File: config.mk
export PLATFORM = sky130hd
export DESIGN_NAME = stage3
export DESIGN_NICKNAME = d
export VERILOG_FILES = /design/src/rtl/stage3_pkg.sv /design/src/rtl/stage3_alu.sv /design/src/rtl/stage3.sv
export SDC_FILE = /design/constraint.sdc
export NUM_CORES = 1
export LEC_CHECK = 0
export BUFFER_PORTS_ARGS = -buffer_cell sky130_fd_sc_hd__buf_2
export CAP_MARGIN = 20
export CORE_AREA = 2 2 137 139
export DETAILED_ROUTE_END_ITERATION = 10
export DIE_AREA = 0 0 139 141
export GPL_TIMING_DRIVEN = 0
export PLACE_DENSITY = 0.84
export RECOVER_POWER = 25
export SLEW_MARGIN = 20
export SYNTH_ARGS = -nofsm -noshare
export SYNTH_HDL_FRONTEND = slang
export SYNTH_SLANG_ARGS = --single-unit
File: constraint.sdc
create_clock -name clk -period 10.9 [get_ports clk]
set_input_delay 2.18 -clock clk [delete_from_list [all_inputs] [get_ports clk]]
set_output_delay 2.18 -clock clk [all_outputs]
set_load 0.03 [all_outputs]
File: src/rtl/stage3_pkg.sv
// rtl/stage3_pkg.sv - shared execute-stage constants: ALU opcodes and width defaults
package stage3_pkg;

    localparam int DW_DEFAULT = 32;
    localparam int RW_DEFAULT = 6;

    localparam logic [2:0] ALU_ADD   = 3'b000;
    localparam logic [2:0] ALU_SUB   = 3'b001;
    localparam logic [2:0] ALU_NEG   = 3'b010;
    localparam logic [2:0] ALU_INC   = 3'b011;
    localparam logic [2:0] ALU_PASSA = 3'b100;
    localparam logic [2:0] ALU_PASSB = 3'b101;

endpackage

File: src/rtl/stage3_alu.sv
// rtl/stage3_alu.sv - combinational ALU; signed-overflow output only with STAGE3_OVF_EN
module stage3_alu
    import stage3_pkg::*;
#(
    parameter int DW = DW_DEFAULT
) (
    input  logic [DW-1:0] a,
    input  logic [DW-1:0] b,
    input  logic [2:0]    op,
`ifdef STAGE3_OVF_EN
    output logic          ovf,
`endif
    output logic [DW-1:0] result
);

    always_comb begin
        result = '0;
        case (op)
            ALU_ADD:   result = a + b;
            ALU_SUB:   result = a - b;
            ALU_NEG:   result = '0 - a;
            ALU_INC:   result = a + {{(DW-1){1'b0}}, 1'b1};
            ALU_PASSA: result = a;
            ALU_PASSB: result = b;
            default:   result = '0;
        endcase
    end

`ifdef STAGE3_OVF_EN
    // Overflow is judged from operand and result sign bits only.
    always_comb begin
        ovf = 1'b0;
        case (op)
            ALU_ADD: ovf = (a[DW-1] == b[DW-1]) && (result[DW-1] != a[DW-1]);
            ALU_SUB: ovf = (a[DW-1] != b[DW-1]) && (result[DW-1] != a[DW-1]);
            ALU_NEG: ovf = a[DW-1] & result[DW-1];
            ALU_INC: ovf = ~a[DW-1] & result[DW-1];
            default: ovf = 1'b0;
        endcase
    end
`endif

endmodule

File: src/rtl/stage3.sv
// rtl/stage3.sv - execute stage: ALU, Z/N flags, branch resolution, EX/MEM buffer (optional V flag: STAGE3_OVF_EN)
module stage3
    import stage3_pkg::*;
#(
    parameter int DW = DW_DEFAULT,
    parameter int RW = RW_DEFAULT
) (
    input  logic          clk,
    input  logic          rst,
    input  logic          stall,
    input  logic          flush,
    input  logic          in_valid,
    input  logic [DW-1:0] in_imm,
    input  logic [RW-1:0] in_rd,
    input  logic [DW-1:0] in_rd1,
    input  logic [DW-1:0] in_rd2,
    input  logic [DW-1:0] in_PC,
    input  logic          in_brz,
    input  logic          in_brn,
    input  logic          in_j,
    input  logic          in_regw,
    input  logic          in_wai,
    input  logic          in_memw,
    input  logic          in_memr,
    input  logic          in_alusrc,
    input  logic [2:0]    in_aluop,
    output logic [DW-1:0] out_alu,
    output logic [DW-1:0] out_wdata,
    output logic [RW-1:0] out_rd,
    output logic [DW-1:0] out_PC,
    output logic          out_regw,
    output logic          out_wai,
    output logic          out_memw,
    output logic          out_memr,
    output logic          out_valid,
    output logic          out_take,
    output logic [DW-1:0] out_target,
`ifdef STAGE3_OVF_EN
    output logic          out_v,
`endif
    output logic          out_z,
    output logic          out_n
);

    logic [DW-1:0] alu_b;
    logic [DW-1:0] alu_result;
    logic          act;
    logic          fwe;
    logic          take;

    assign alu_b = in_alusrc ? in_imm : in_rd2;
    assign act   = in_valid & ~flush;
    // Loads produce their value in MEM, so they must not touch the flags here.
    assign fwe   = act & in_regw & ~in_memr & ~stall;
    assign take  = act & ~stall & (in_j | (in_brz & out_z) | (in_brn & out_n));

`ifdef STAGE3_OVF_EN
    logic alu_ovf;

    stage3_alu #(.DW(DW)) u_alu (
        .a      (in_rd1),
        .b      (alu_b),
        .op     (in_aluop),
        .ovf    (alu_ovf),
        .result (alu_result)
    );

    always_ff @(posedge clk) begin
        if (rst) begin
            out_v <= 1'b0;
        end else if (fwe) begin
            out_v <= alu_ovf;
        end
    end
`else
    stage3_alu #(.DW(DW)) u_alu (
        .a      (in_rd1),
        .b      (alu_b),
        .op     (in_aluop),
        .result (alu_result)
    );
`endif

    // Branch decision above reads the pre-edge flags, so a flag-setting branch sees old Z/N.
    always_ff @(posedge clk) begin
        if (rst) begin
            out_z <= 1'b0;
            out_n <= 1'b0;
        end else if (fwe) begin
            out_z <= (alu_result == '0);
            out_n <= alu_result[DW-1];
        end
    end

    always_ff @(posedge clk) begin
        if (rst) begin
            out_alu    <= '0;
            out_wdata  <= '0;
            out_rd     <= '0;
            out_PC     <= '0;
            out_regw   <= 1'b0;
            out_wai    <= 1'b0;
            out_memw   <= 1'b0;
            out_memr   <= 1'b0;
            out_valid  <= 1'b0;
            out_take   <= 1'b0;
            out_target <= '0;
        end else if (stall) begin
            out_take <= 1'b0;
        end else begin
            out_alu    <= alu_result;
            out_wdata  <= in_rd2;
            out_rd     <= in_rd;
            out_PC     <= in_PC;
            out_regw   <= in_regw & act;
            out_wai    <= in_wai & act;
            out_memw   <= in_memw & act;
            out_memr   <= in_memr & act;
            out_valid  <= act;
            out_take   <= take;
            out_target <= in_rd1;
        end
    end

endmodule

==> qor.yml <==
status:
  status: "completed"
die:
  die_width_um: 139
  core-area_mm2: 0.0183
  start_util_pct: 53.6
  ioPinCount: 292
  row_count: 50
  die-area_mm2: 0.0196
  die_y_um: 141
placed_design:
  gp_congestion: 1.01
  io_buffers: 290
  dp_slack_ns: 2.20
  hpwlAfterDp_um: 29400
  post_dp_cell_area_mm2: 0.0115
grt:
  grt_max_degree: 17
  grt_usage_pct: 35.6
  grt_pass1_vias: 10000
  grt.overflow.total: 0
  grt_pass1_wl_um: 55100
  grt_antenna_before_repair: 1
route:
  viasPerCell: 6.04
  drtAntennaViolNets: 0
  post-route-drc-count: 0
  finalWirelength_um: 36500
  drt_iter0_drc: 1114
  first_pass_iters: 5
  num_vias: 10800
  avgRoutedWirePerCell_um: 20.4
yosys:
  async_flop_share_pct: 0
  synthCells: 1236
  synthFlopType: "dfxtp_1"
  synth_nets: 1428
  ys_warn_count: 0
  syn_area_mm2: 0.00979
  avgSynthCellArea_um2: 7.92
  synth_edf_count: 0
  ys_seq_area_share_pct: 29.0
  synth_cell_types: 71
  synth-seq-cells: 142
clock_tree:
  cts_tree: "yes"
  cts_buffers: 17
  cts_setup_buffers: 0
  cts.repair.resized: 0
  cts_max_path_buffers: 2
  cts_root_buf: "clkbuf_16"
  insertion_delay_ns: 0.43
  clock-sinks: 142
  h-tree-depth: 4
  postCtsHoldBufs: 0
  clk_pin_slew_worst_paths_ns: 0.07
power_and_ir_drop:
  powerDensity_mw_per_mm2: 148
  vdd_drop_max_uv: 119
  p_leak_nw: 5.46
timing:
  maxSlewViolCount: 0
  setup_viol: 0
  min_period_ns: 8.38
  finalSetupTns_ns: 0
  worst_pin_slew_ns: 1.22
  fin_skew_ns: 0.00251
  slew_headroom_pct: 17.6
  rsz0062_at_grt: "false"
  worst_slack_ns: 2.52
  post-route-period-util_pct: 76.9
  finalHoldViolCount: 0
  max_freq_mhz: 119
cells_and_area:
  multi_input_area_mm2: 0.00657
  fin_area_mm2: 0.0120
  synthToLayoutAreaGrowth_pct: 23.0
  register_area_mm2: 0.00284
  drive_gt1_share_pct: 18.6
  fin_nets: 1737
  nFillCells: 1607
worst_setup_path:
  r2r.worst_path.cells: 2
  crit_path_end_kind: "flip-flop"
  arrival_ns: 8.71
  reg2reg_to: "out_take"
  rrSetupSlack_ns: 10.07
  cp_max_fo: 10
  reg2reg_from: "out_z"
  cp-start-kind: "input pin"
  crit_required_ns: 11.23
  crit_type: "input pin to flip-flop"
worst_hold_path:
  min_from: "out_valid"
  worst_hold_path.endpoint: "out_valid"
  hold_class: "flip-flop to flip-flop"
  min_delay_path_depth: 1
flow_run:
  cap_violations: 0
## flip-flops by register name, summed over array words and instances, names as in the netlist
name        count
out_target     32
out_take        1
out_regw        1
out_rd          6
out_alu        32
out_z           1
out_PC         32
out_n           1
out_wai         1
out_memw        1
out_wdata      32
out_valid       1
out_memr        1
## per-layer routing
metal | vias to the layer above | part of all wire, % | GRT usage (%)
met1 | 5036 | 41 | 45.8
met5 | - | 0.13 | 2.01
met2 | 611 | 46 | 57.8
met4 | 2 | 3.4 | 13.1
li1 | 5101 | - | -
met3 | 79 | 10 | 9.21
## synthesized netlist by cell type, drive strengths merged, types with 4 or more instances
| library cell | number | area share (%) |
|---|---|---|
| nor2 | 244 | 9.4 |
| mux2i | 150 | 15 |
| dfxtp | 142 | 29 |
| a21oi | 86 | 4.4 |
| nand2 | 70 | 2.7 |
| o21ai | 48 | 2.5 |
| clkbuf | 44 | 1.7 |
| ha | 41 | 5.2 |
| nor3 | 35 | 1.9 |
| xnor2 | 35 | 3.1 |
| buf | 30 | 1.4 |
| xor2 | 27 | 2.4 |
| nand4 | 22 | 1.4 |
| inv | 18 | 0.69 |
| nor4 | 17 | 1.2 |
| a31oi | 14 | 0.89 |
| nand3 | 14 | 0.72 |
| a211oi | 13 | 1.0 |
| a21o | 12 | 0.92 |
| nand2b | 12 | 0.77 |
| o22ai | 12 | 0.77 |
| o211ai | 11 | 0.84 |
| o221ai | 11 | 0.98 |
| a221oi | 10 | 0.96 |
| o31ai | 10 | 0.77 |
| nor2b | 9 | 0.58 |
| o21a | 9 | 0.69 |
| or3 | 9 | 0.63 |
| nor3b | 7 | 0.59 |
| or2 | 7 | 0.47 |
| and2 | 6 | 0.38 |
| and3 | 5 | 0.32 |
| a22oi | 4 | 0.31 |
| nor4b | 4 | 0.36 |
## power by group
part	switching [W]	internal, W
clock	0.000272	0.000330
sequential	0.0000180	0.000553
combinational	0.000407	0.000203
total	0.000697	0.00109
## logic make-up (layout without fill, tap and decap cells)
kind of cell	after synthesis	in the layout	synth area share (%)
and+or+nand+nor	469	469	22.1
AOI/OAI and AO/OA	276	276	18.4
muxes	153	153	15.7
DFF	142	142	29.0
buffers and inverters	92	414	3.82
xor gates and xnor gates	62	62	5.55
adders and majority gates	42	42	5.44
other	0	1	0
## cell usage in the layout (no fill, tap or decap), types with 4 or more instances in the layout
cell       Yosys  layout
xor2_1        27      27
xnor2_1       35      35
nand4_1       22      22
nand2b_1      12      12
a22oi_1        4       4
and2_1         6       6
nand3_1       14      14
a21o_1        12      12
and3_1         5       5
a31oi_1       14      14
nor4b_1        4       4
nor3_1        34      34
a221oi_1       9       9
o211ai_1      11      11
o221ai_1      11      11
or3_1          8       8
a211oi_1      13      13
nor2b_1        9       9
inv_1         18      18
o31ai_1       10      10
or2_2          6       6
dfxtp_1      142     142
o21a_1         9       9
clkbuf_16      0      17
nor2_1       244     244
nand2_1       70      70
buf_1         18      18
clkbuf_1      43     108
mux2i_1      150     150
a21oi_1       86      86
o22ai_1       12      12
nor3b_1        6       6
buf_2         10     235
inv_6          0       5
ha_1          41      41
nor4_1        15      15
o21ai_0       48      48
## area by class of cell
class / count / area share (%)
plain buffers: 74 / 2.54
flip-flops and latches: 142 / 23.6
multi-input cells: 1002 / 54.6
well taps: 234 / 2.43
diodes: 1 / 0.0208
clock inverters: 14 / 1.24
inverters: 18 / 0.561
clock buffers: 18 / 3.65
repair buffers: 290 / 11.4
## worst max-delay path, cell delays in order
cell and delay, ns:
buf_2 0.08, buf_2 0.23, buf_2 0.29, buf_2 0.31
mux2_2 0.40, inv_1 0.08, ha_1 0.19, o21ai_0 0.21
or3_1 0.45, or2_2 0.35, nor2_1 0.23, nand2_1 0.10
nor2_1 0.18, nor2_1 0.07, xor2_1 0.14, nor2_1 0.08
ha_1 0.30, clkbuf_1 0.33, nand4_1 0.23, or3_1 0.44
nand2_1 0.08, mux2i_1 0.12, a221o_1 0.38, a211oi_1 0.43
nand4_1 0.14, nor4_1 0.33, nand4b_1 0.17, o32ai_1 0.16
## worst max-delay path by stage
stage                     startpoint     to  slack (ns)  cells after the start
after floorplan            in_alusrc  out_z        3.64                     27
after global placement     in_alusrc  out_z        2.21                     28
after detailed placement   in_alusrc  out_z        2.20                     28
after CTS                  in_alusrc  out_z        2.65                     28
after global routing       in_alusrc  out_z        2.18                     28
final                      in_alusrc  out_z        2.52                     28
## stage by stage
stage / hold WS (ns) / instances / util (%) / total power (W)
6_report: 0.470 / 1793 / 65.9 / 0.00178
5_1_grt: 0.484 / 1793 / 65.9 / 0.00185
4_1_cts: 0.471 / 1792 / 66.4 / 0.00177
3_5_place_dp: 0.456 / 1760 / 63.1 / 0.00118
3_3_place_gp: 0.431 / 1760 / 63.1 / 0.00117
2_1_floorplan: 0.591 / 1236 / - / 0.000978
Power figures use the tool's default switching activity.
